$ cat src/rtl/sm_in_cond_pkg.sv
// ============================================================================
// Module : sm_in_cond_pkg
// Brief  : Channel state encoding, channel count and the counter-width helper
//          shared by the sm_in_cond input conditioner.
// Rev    : 1.0  initial release
// ============================================================================
`default_nettype none

package sm_in_cond_pkg;

  typedef enum logic {
    ST_STABLE   = 1'b0,
    ST_CHANGING = 1'b1
  } chan_state_t;

  localparam int N_CH = 2;

  // ceil(log2(value)), never less than 1 so a counter always has a bit
  function automatic int clog2_min1(input int value);
    int r;
    int v;
    r = 0;
    v = value - 1;
    while (v > 0) begin
      r = r + 1;
      v = v >> 1;
    end
    return (r < 1) ? 1 : r;
  endfunction

endpackage

`default_nettype wire

$ cat src/rtl/sm_in_chan.sv
// ============================================================================
// Module : sm_in_chan
// Brief  : One conditioner channel: synchronizer chain, debounce FSM and,
//          with SM_IN_COND_EDGE_EN defined, rise/fall pulse outputs.
// Rev    : 1.0  initial release
// ============================================================================
`default_nettype none

module sm_in_chan
  import sm_in_cond_pkg::*;
#(
  parameter int   SYNC_STAGES = 2,
  parameter int   DB_CYCLES   = 4,
  parameter logic RST_BIT     = 1'b0
) (
  input  logic clk,
  input  logic rst,
  input  logic raw,
  output logic out
`ifdef SM_IN_COND_EDGE_EN
  ,
  input  logic settled,
  output logic rise,
  output logic fall
`endif
);

  localparam int CNT_W = clog2_min1(DB_CYCLES + 1);
  localparam logic [CNT_W-1:0] CNT_LAST = CNT_W'(DB_CYCLES - 1);

  logic [SYNC_STAGES-1:0] sync;
  logic                   syn;
  chan_state_t            state;
  logic [CNT_W-1:0]       cnt;

  assign syn = sync[SYNC_STAGES-1];

  always_ff @(posedge clk) begin
    if (rst) begin
      sync  <= {SYNC_STAGES{RST_BIT}};
      out   <= RST_BIT;
      state <= ST_STABLE;
      cnt   <= '0;
    end else begin
      sync <= {sync[SYNC_STAGES-2:0], raw};
      case (state)
        ST_STABLE: begin
          if (syn != out) begin
            if (DB_CYCLES == 1) begin
              out <= syn;
            end else begin
              cnt   <= CNT_W'(1);
              state <= ST_CHANGING;
            end
          end else begin
            cnt <= '0;
          end
        end
        ST_CHANGING: begin
          // Level fell back before the hold time ran out: treat as a glitch
          if (syn == out) begin
            cnt   <= '0;
            state <= ST_STABLE;
          end else if (cnt == CNT_LAST) begin
            out   <= ~out;
            cnt   <= '0;
            state <= ST_STABLE;
          end else begin
            cnt <= cnt + CNT_W'(1);
          end
        end
        default: begin
          cnt   <= '0;
          state <= ST_STABLE;
        end
      endcase
    end
  end

`ifdef SM_IN_COND_EDGE_EN
  logic out_q;

  always_ff @(posedge clk) begin
    if (rst) out_q <= RST_BIT;
    else     out_q <= out;
  end

  // Pulses cover the first cycle the output shows its new level
  assign rise = settled & ~rst & out  & ~out_q;
  assign fall = settled & ~rst & ~out & out_q;
`endif

endmodule

`default_nettype wire

$ cat src/rtl/sm_in_cond.sv
// ============================================================================
// Module : sm_in_cond
// Brief  : Two-channel synchronizer/debouncer with post-reset settled flag.
//          Optional edge pulses enabled by macro SM_IN_COND_EDGE_EN.
// Rev    : 1.0  initial release
// ============================================================================
`default_nettype none

module sm_in_cond
  import sm_in_cond_pkg::*;
#(
  parameter int         SYNC_STAGES = 2,
  parameter int         DB_CYCLES   = 4,
  parameter logic [1:0] RST_VAL     = 2'b00
) (
  input  logic clk,
  input  logic rst,
  input  logic raw_i1,
  input  logic raw_i2,
  output logic i1,
  output logic i2,
  output logic settled
`ifdef SM_IN_COND_EDGE_EN
  ,
  output logic i1_rise,
  output logic i1_fall,
  output logic i2_rise,
  output logic i2_fall
`endif
);

  localparam int SETTLE_TOTAL = SYNC_STAGES + DB_CYCLES;
  localparam int SETTLE_W     = clog2_min1(SETTLE_TOTAL + 1);
  localparam logic [SETTLE_W-1:0] SETTLE_MAX  = SETTLE_W'(SETTLE_TOTAL);
  localparam logic [SETTLE_W-1:0] SETTLE_LAST = SETTLE_W'(SETTLE_TOTAL - 1);

  logic [N_CH-1:0] raw_v;
  logic [N_CH-1:0] out_v;
  logic [SETTLE_W-1:0] settle_cnt;

  assign raw_v = {raw_i2, raw_i1};
  assign i1    = out_v[0];
  assign i2    = out_v[1];

`ifdef SM_IN_COND_EDGE_EN
  logic [N_CH-1:0] rise_v;
  logic [N_CH-1:0] fall_v;

  assign i1_rise = rise_v[0];
  assign i1_fall = fall_v[0];
  assign i2_rise = rise_v[1];
  assign i2_fall = fall_v[1];
`endif

  for (genvar g = 0; g < N_CH; g++) begin : g_ch
    sm_in_chan #(
      .SYNC_STAGES (SYNC_STAGES),
      .DB_CYCLES   (DB_CYCLES),
      .RST_BIT     (RST_VAL[g])
    ) u_chan (
      .clk     (clk),
      .rst     (rst),
      .raw     (raw_v[g]),
      .out     (out_v[g])
`ifdef SM_IN_COND_EDGE_EN
      ,
      .settled (settled),
      .rise    (rise_v[g]),
      .fall    (fall_v[g])
`endif
    );
  end

  // Counter saturates so settled stays sticky until the next reset
  always_ff @(posedge clk) begin
    if (rst) begin
      settle_cnt <= '0;
      settled    <= 1'b0;
    end else begin
      if (settle_cnt != SETTLE_MAX) settle_cnt <= settle_cnt + SETTLE_W'(1);
      if (settle_cnt == SETTLE_LAST) settled <= 1'b1;
    end
  end

endmodule

`default_nettype wire

$ cat config.mk
export PLATFORM = sky130hd
export DESIGN_NAME = sm_in_cond
export DESIGN_NICKNAME = d
export VERILOG_FILES = /design/src/rtl/sm_in_cond_pkg.sv /design/src/rtl/sm_in_chan.sv /design/src/rtl/sm_in_cond.sv
export SDC_FILE = /design/constraint.sdc
export NUM_CORES = 1
export LEC_CHECK = 0
export ABC_CLOCK_PERIOD_IN_PS = 1100
export BUFFER_PORTS_ARGS = -buffer_cell sky130_fd_sc_hd__buf_2
export CORE_MARGIN = 5
export CORE_UTILIZATION = 40
export CTS_CLUSTER_DIAMETER = 50
export DETAILED_ROUTE_END_ITERATION = 6
export HOLD_SLACK_MARGIN = 0.15
export PLACE_DENSITY = 0.7
export REMOVE_ABC_BUFFERS = 1
export SYNTH_ARGS = -nofsm -noshare
export SYNTH_HDL_FRONTEND = slang
export SYNTH_SLANG_ARGS = --single-unit
$ cat constraint.sdc
create_clock -name clk -period 1.1 [get_ports clk]
set_input_delay 0.055 -clock clk [delete_from_list [all_inputs] [get_ports clk]]
set_output_delay 0.055 -clock clk [all_outputs]
set_load 0.02 [all_outputs]
### Word level (Yosys, flattened, before mapping)

Cells that the tools add are included.

* register bits: 18
* input port bits: 4
* output and inout port bits: 3
* logic and storage cells: 45

* add/sub/neg operators: 3
* eq/ne operators: 8
* muxes and demuxes: 16
* bitwise gates (word level): 6
* reduce and logical (&&, ||, !) cells: 2

Operator list (number)
* $mux 3: 4
* $pmux 3 s2: 2
* $add 3x1->3 const B: 3
* $mux 1: 8
* $eq 3x2->1 const B: 2
* $not 1->1: 6
* $reduce_and 3->1: 2
* $pmux 1 s2: 2
* $eq 3x3->1 const B: 1
* $ne 3x3->1 const B: 1
* $eq 1x1->1: 2
* $ne 1x1->1: 2

### Longest topological paths before layout

* depth after elaboration: 4
* gate-level depth with buffers: 4
* mapped depth without buffers: 4

### Cells and area by module

From an unflattened synthesis, not the netlist that was laid out.

* cells, all modules: 63
* area total of the unflattened synthesis: 706.9 µm²

By module, submodules not included
* sm_in_chan: instances 2, cells an instance 22, area an instance 257.7 µm², sequential area each 140.1 µm²
* sm_in_cond: instances 1, cells an instance 19, area an instance 191.4 µm², sequential area each 80.1 µm²

### Least setup slack after synthesis

No wires, ideal clock.

* path type: reg2reg
* start: reg g_ch[0].u_chan.cnt[0]
* end: reg g_ch[0].u_chan.cnt[1]
* library setup time: 0.087 ns
* arrival time: 1.071 ns
* data required time: 1.013 ns
* setup slack: -0.059 ns
* stages on the path, launching flop included: 5
* buffers on the path: 0
* clock period less this slack: 1.159 ns
* path through: dfxtp_1 -> ha_1 -> ha_1 -> nand2b_1 -> nor4b_2

* word-level cells in the longest chain between the ends: 4
* elaborated cells on any way between the ends: 5
* those cells by class: add/sub: 1; eq/ne: 1; mux: 3

Ends and longest elaborated chain
* from (decl): line sm_in_chan.sv:34 `logic [CNT_W-1:0] cnt;`
* from (signal assigned): line sm_in_chan.sv:69 `cnt <= cnt + CNT_W'(1);`
* $add 3x1->3 / $eq 3x2->1 (equally long branches): line sm_in_chan.sv:69, sm_in_chan.sv:64
* $mux 3 (*): line sm_in_chan.sv:64 `end else if (cnt == CNT_LAST) begin`
* $mux 3 (*): line sm_in_chan.sv:61 `if (syn == out) begin`
* $pmux 3 s2 (*): line sm_in_chan.sv:46 `case (state)`

Mark *: on every way between the ends. The rest lies on a longest branch, timed or not.
A chain may end at the register's enable or synchronous reset.

### Final worst setup path

* start: reg g_ch[1].u_chan.cnt[1]
* end: reg g_ch[1].u_chan.cnt[1]

* word-level cells in the longest chain between the ends: 4
* elaborated cells on any way between the ends: 5
* those cells by class: add/sub: 1; eq/ne: 1; mux: 3

Ends and longest elaborated chain (line)
* from (decl): sm_in_chan.sv:34
* from (signal assigned): sm_in_chan.sv:69
* $add 3x1->3 / $eq 3x2->1 (equally long branches): sm_in_chan.sv:69, sm_in_chan.sv:64
* $mux 3 (*): sm_in_chan.sv:64
* $mux 3 (*): sm_in_chan.sv:61
* $pmux 3 s2 (*): sm_in_chan.sv:46

Marked as above.

==> out/metrics.yaml <==
drtPass1Iterations: 3
place_hpwl_um: 770.1
critPathMaxStageDelay_ps: 340
finish.instance_area_sq_um: 983.4
via_count: 486
dpl_cell_area_sq_um: 804.5
period_needed_ps: 1106
final_cells: 103
drt_iter0_drc: 7
drv_slew: 0
crit_slowest_cell: "dfxtp_2"
max_slew_margin_pct: 64.99
grt_antenna_before_repair: 0
max_freq_mhz: 904.3
layout-drive-gt1-share_pct: 47.44
insertion_delay_ps: 280
gp_congestion: 0.7761
layout_commonest_cell: "dfxtp_1"
setup_violations: 1
fill_cells: 160
synth-main-ff-cell: "dfxtp_1"
clkSlewWorstSetupHoldPaths_ps: 100
violations: "setup timing"
die_area_sq_mm: 0.002785
synth_cell_types: 22
syn_area_per_cell_sq_um: 11.26
seqPwrFrac_pct: 61.2
grt_overflow_total: 0
dp_slack_ps: -104.8
ir_drop_uv: 793.4
grt_pass1_vias: 489
min_period_over_period_pct: 100.5
n_antenna_cell: 0
path_common_cell: "ha_4"
worstReg2RegStart: "g_ch[1].u_chan.cnt[1]"
comb_power_share_pct: 11.3
worst_pin_slew_ps: 521.5
yosysWarningCount: 0
layout_setup_ws_ps: -5.878
power_density_mw_per_mm2: 1164
cts_tree: "built"
clock_skew_ps: 3.224
placementRows: 15
p_int_w: 0.0008725
endpoint_kind: "flip-flop"
min_from: "rst"
rsz0062_at_grt: "true"
area_delta_synth_final_pct: 34.36
wire_per_inst_um: 12.17
power_leakage_nw: 0.3688
numCtsBuffers: 3
root_buffer: "clkbuf_4"
clkPwrFrac_pct: 27.4
totalWireLength_mm: 1.253
synth-seq-cells: 18
port_buffers: 6
total_power_w: 0.001145
cp_max_fo: 4
cap_violations: 0
synthCells: 65
final_cell_mix: "dfxtp_1 (13), buf_2 (6), ha_4 (5), dfxtp_2 (5)"
crit_start: "g_ch[1].u_chan.cnt[1]"
grt_pass1_wl_mm: 2.097
netSwitchingFraction_pct: 23.79
die_width_um: 52.78
grtUsageTotal_pct: 10.16
start_util_pct: 42.39
criticalPathCategory: "flip-flop to flip-flop"
synth_area_sq_um: 732.0
nets: 91
cp_cell_sequence: "ha_4 > ha_4 > nand2b_4 > nor4b_4"
timing.final.hold_violations: 0
switchingPower_w: 0.0002724
status: "complete, but fails checks"
viasPerCell: 4.718
async_flop_share_pct: 0
post_cts_buffers: 0
dp_cells: 98
cts.sinks: 18
ios: 7
grt_max_degree: 19
utilization_pct: 56.96
core_sq_mm: 0.001727
die_h_um: 52.78
critPathRequiredTime_ps: 1300
start_kind: "flip-flop"
yosysSeqAreaShare_pct: 49.23
synth_edf_count: 0
hold_class: "input pin to flip-flop"
cts_max_level: 1
clockBufferDepth: 2
arrival_ps: 1300
drc: 0
detail-route-antenna-nets: 0
## timing repair
action / 4_1_cts / 5_1_grt
pin swaps: 3 / 7
gates cloned: 0 / 0
endpoints found under the hold margin: 2 / 0
hold buffers: 2 / 0
gates resized for setup: 13 / 14
setup endpoints to repair: 10 / 10
## kinds of logic after synthesis
logic type / share of synthesized area, %
AND/OR/NAND/NOR: 18.12
flip-flops: 49.23
AO/OA/AOI/OAI: 13.67
adder cells (fa/ha/maj): 11.97
buffers and inverters: 4.615
XOR/XNOR: 2.394
## final cells by class
cell class	count	area, sq um	share of cell area, %
clock buffers	3	22.52	2.290
flip-flops and latches	18	366.6	37.28
inverters	4	15.01	1.527
multi-input cells	41	467.9	47.58
well taps	25	31.28	3.181
repair buffers	12	80.08	8.142
## synthesized netlist by cell type, types with 3 or more instances
cell | count | area (sq um)
dfxtp_1 | 18 | 360.4
nor2b_1 | 4 | 25.02
ha_1 | 7 | 87.58
nand3_1 | 3 | 15.01
a21oi_1 | 4 | 20.02
inv_1 | 4 | 15.01
nor3_1 | 3 | 15.01
## worst max-delay path: cells and delay by family, from the launching register on
family	cells	cell delay, ps
DFF	1	340
and+or+nand+nor	2	360
adders and majority gates	2	320
## per-stage QoR
step                      TNS [ps]  hold WS, ps
final                       -5.878        181.7
after global routing        -160.9        205.8
after CTS                   -42.31        153.5
after detailed placement    -474.7        271.9
after global placement      -270.2        266.6
after floorplan             -86.08        124.1
## metal layers
layer  vias up  part of all wire, %  GRT usage, %
met5         -                    0             0
met4         0                    0         3.830
met2         6                   48         16.74
met3         0                  3.8         2.849
li1        254                    -             -
met1       226                   48         12.39
## flip-flops by register name, indices dropped and copies added (netlist names)
name / count
settled: 1
g_ch.u_chan.cnt: 6
g_ch.u_chan.sync: 4
g_ch.u_chan.state: 2
settle_cnt: 3
g_ch.u_chan.out: 2
## worst paths after layout
| kind | endpoint | slack [ps] | cells after the start |
|---|---|---|---|
| setup / recovery | g_ch[1].u_chan.cnt[1] | -6 | 4 |
| hold / removal | settled | 180 | 2 |
| setup reg to reg | g_ch[1].u_chan.cnt[1] | -6 | 4 |
| hold reg to reg | g_ch[1].u_chan.sync[1] | 450 | 1 |
## power groups by stage
stage / Combinational (W) / Sequential, W / Clock [W]
after global routing: 0.000145 / 0.000704 / 0.000358
after global placement: 0.0000819 / 0.000705 / 0
after CTS: 0.0000946 / 0.000693 / 0.000330
final: 0.000130 / 0.000701 / 0.000314
after detailed placement: 0.0000865 / 0.000706 / 0
after floorplan: 0.0000506 / 0.000705 / 0
(Power assumes the default switching activity.)
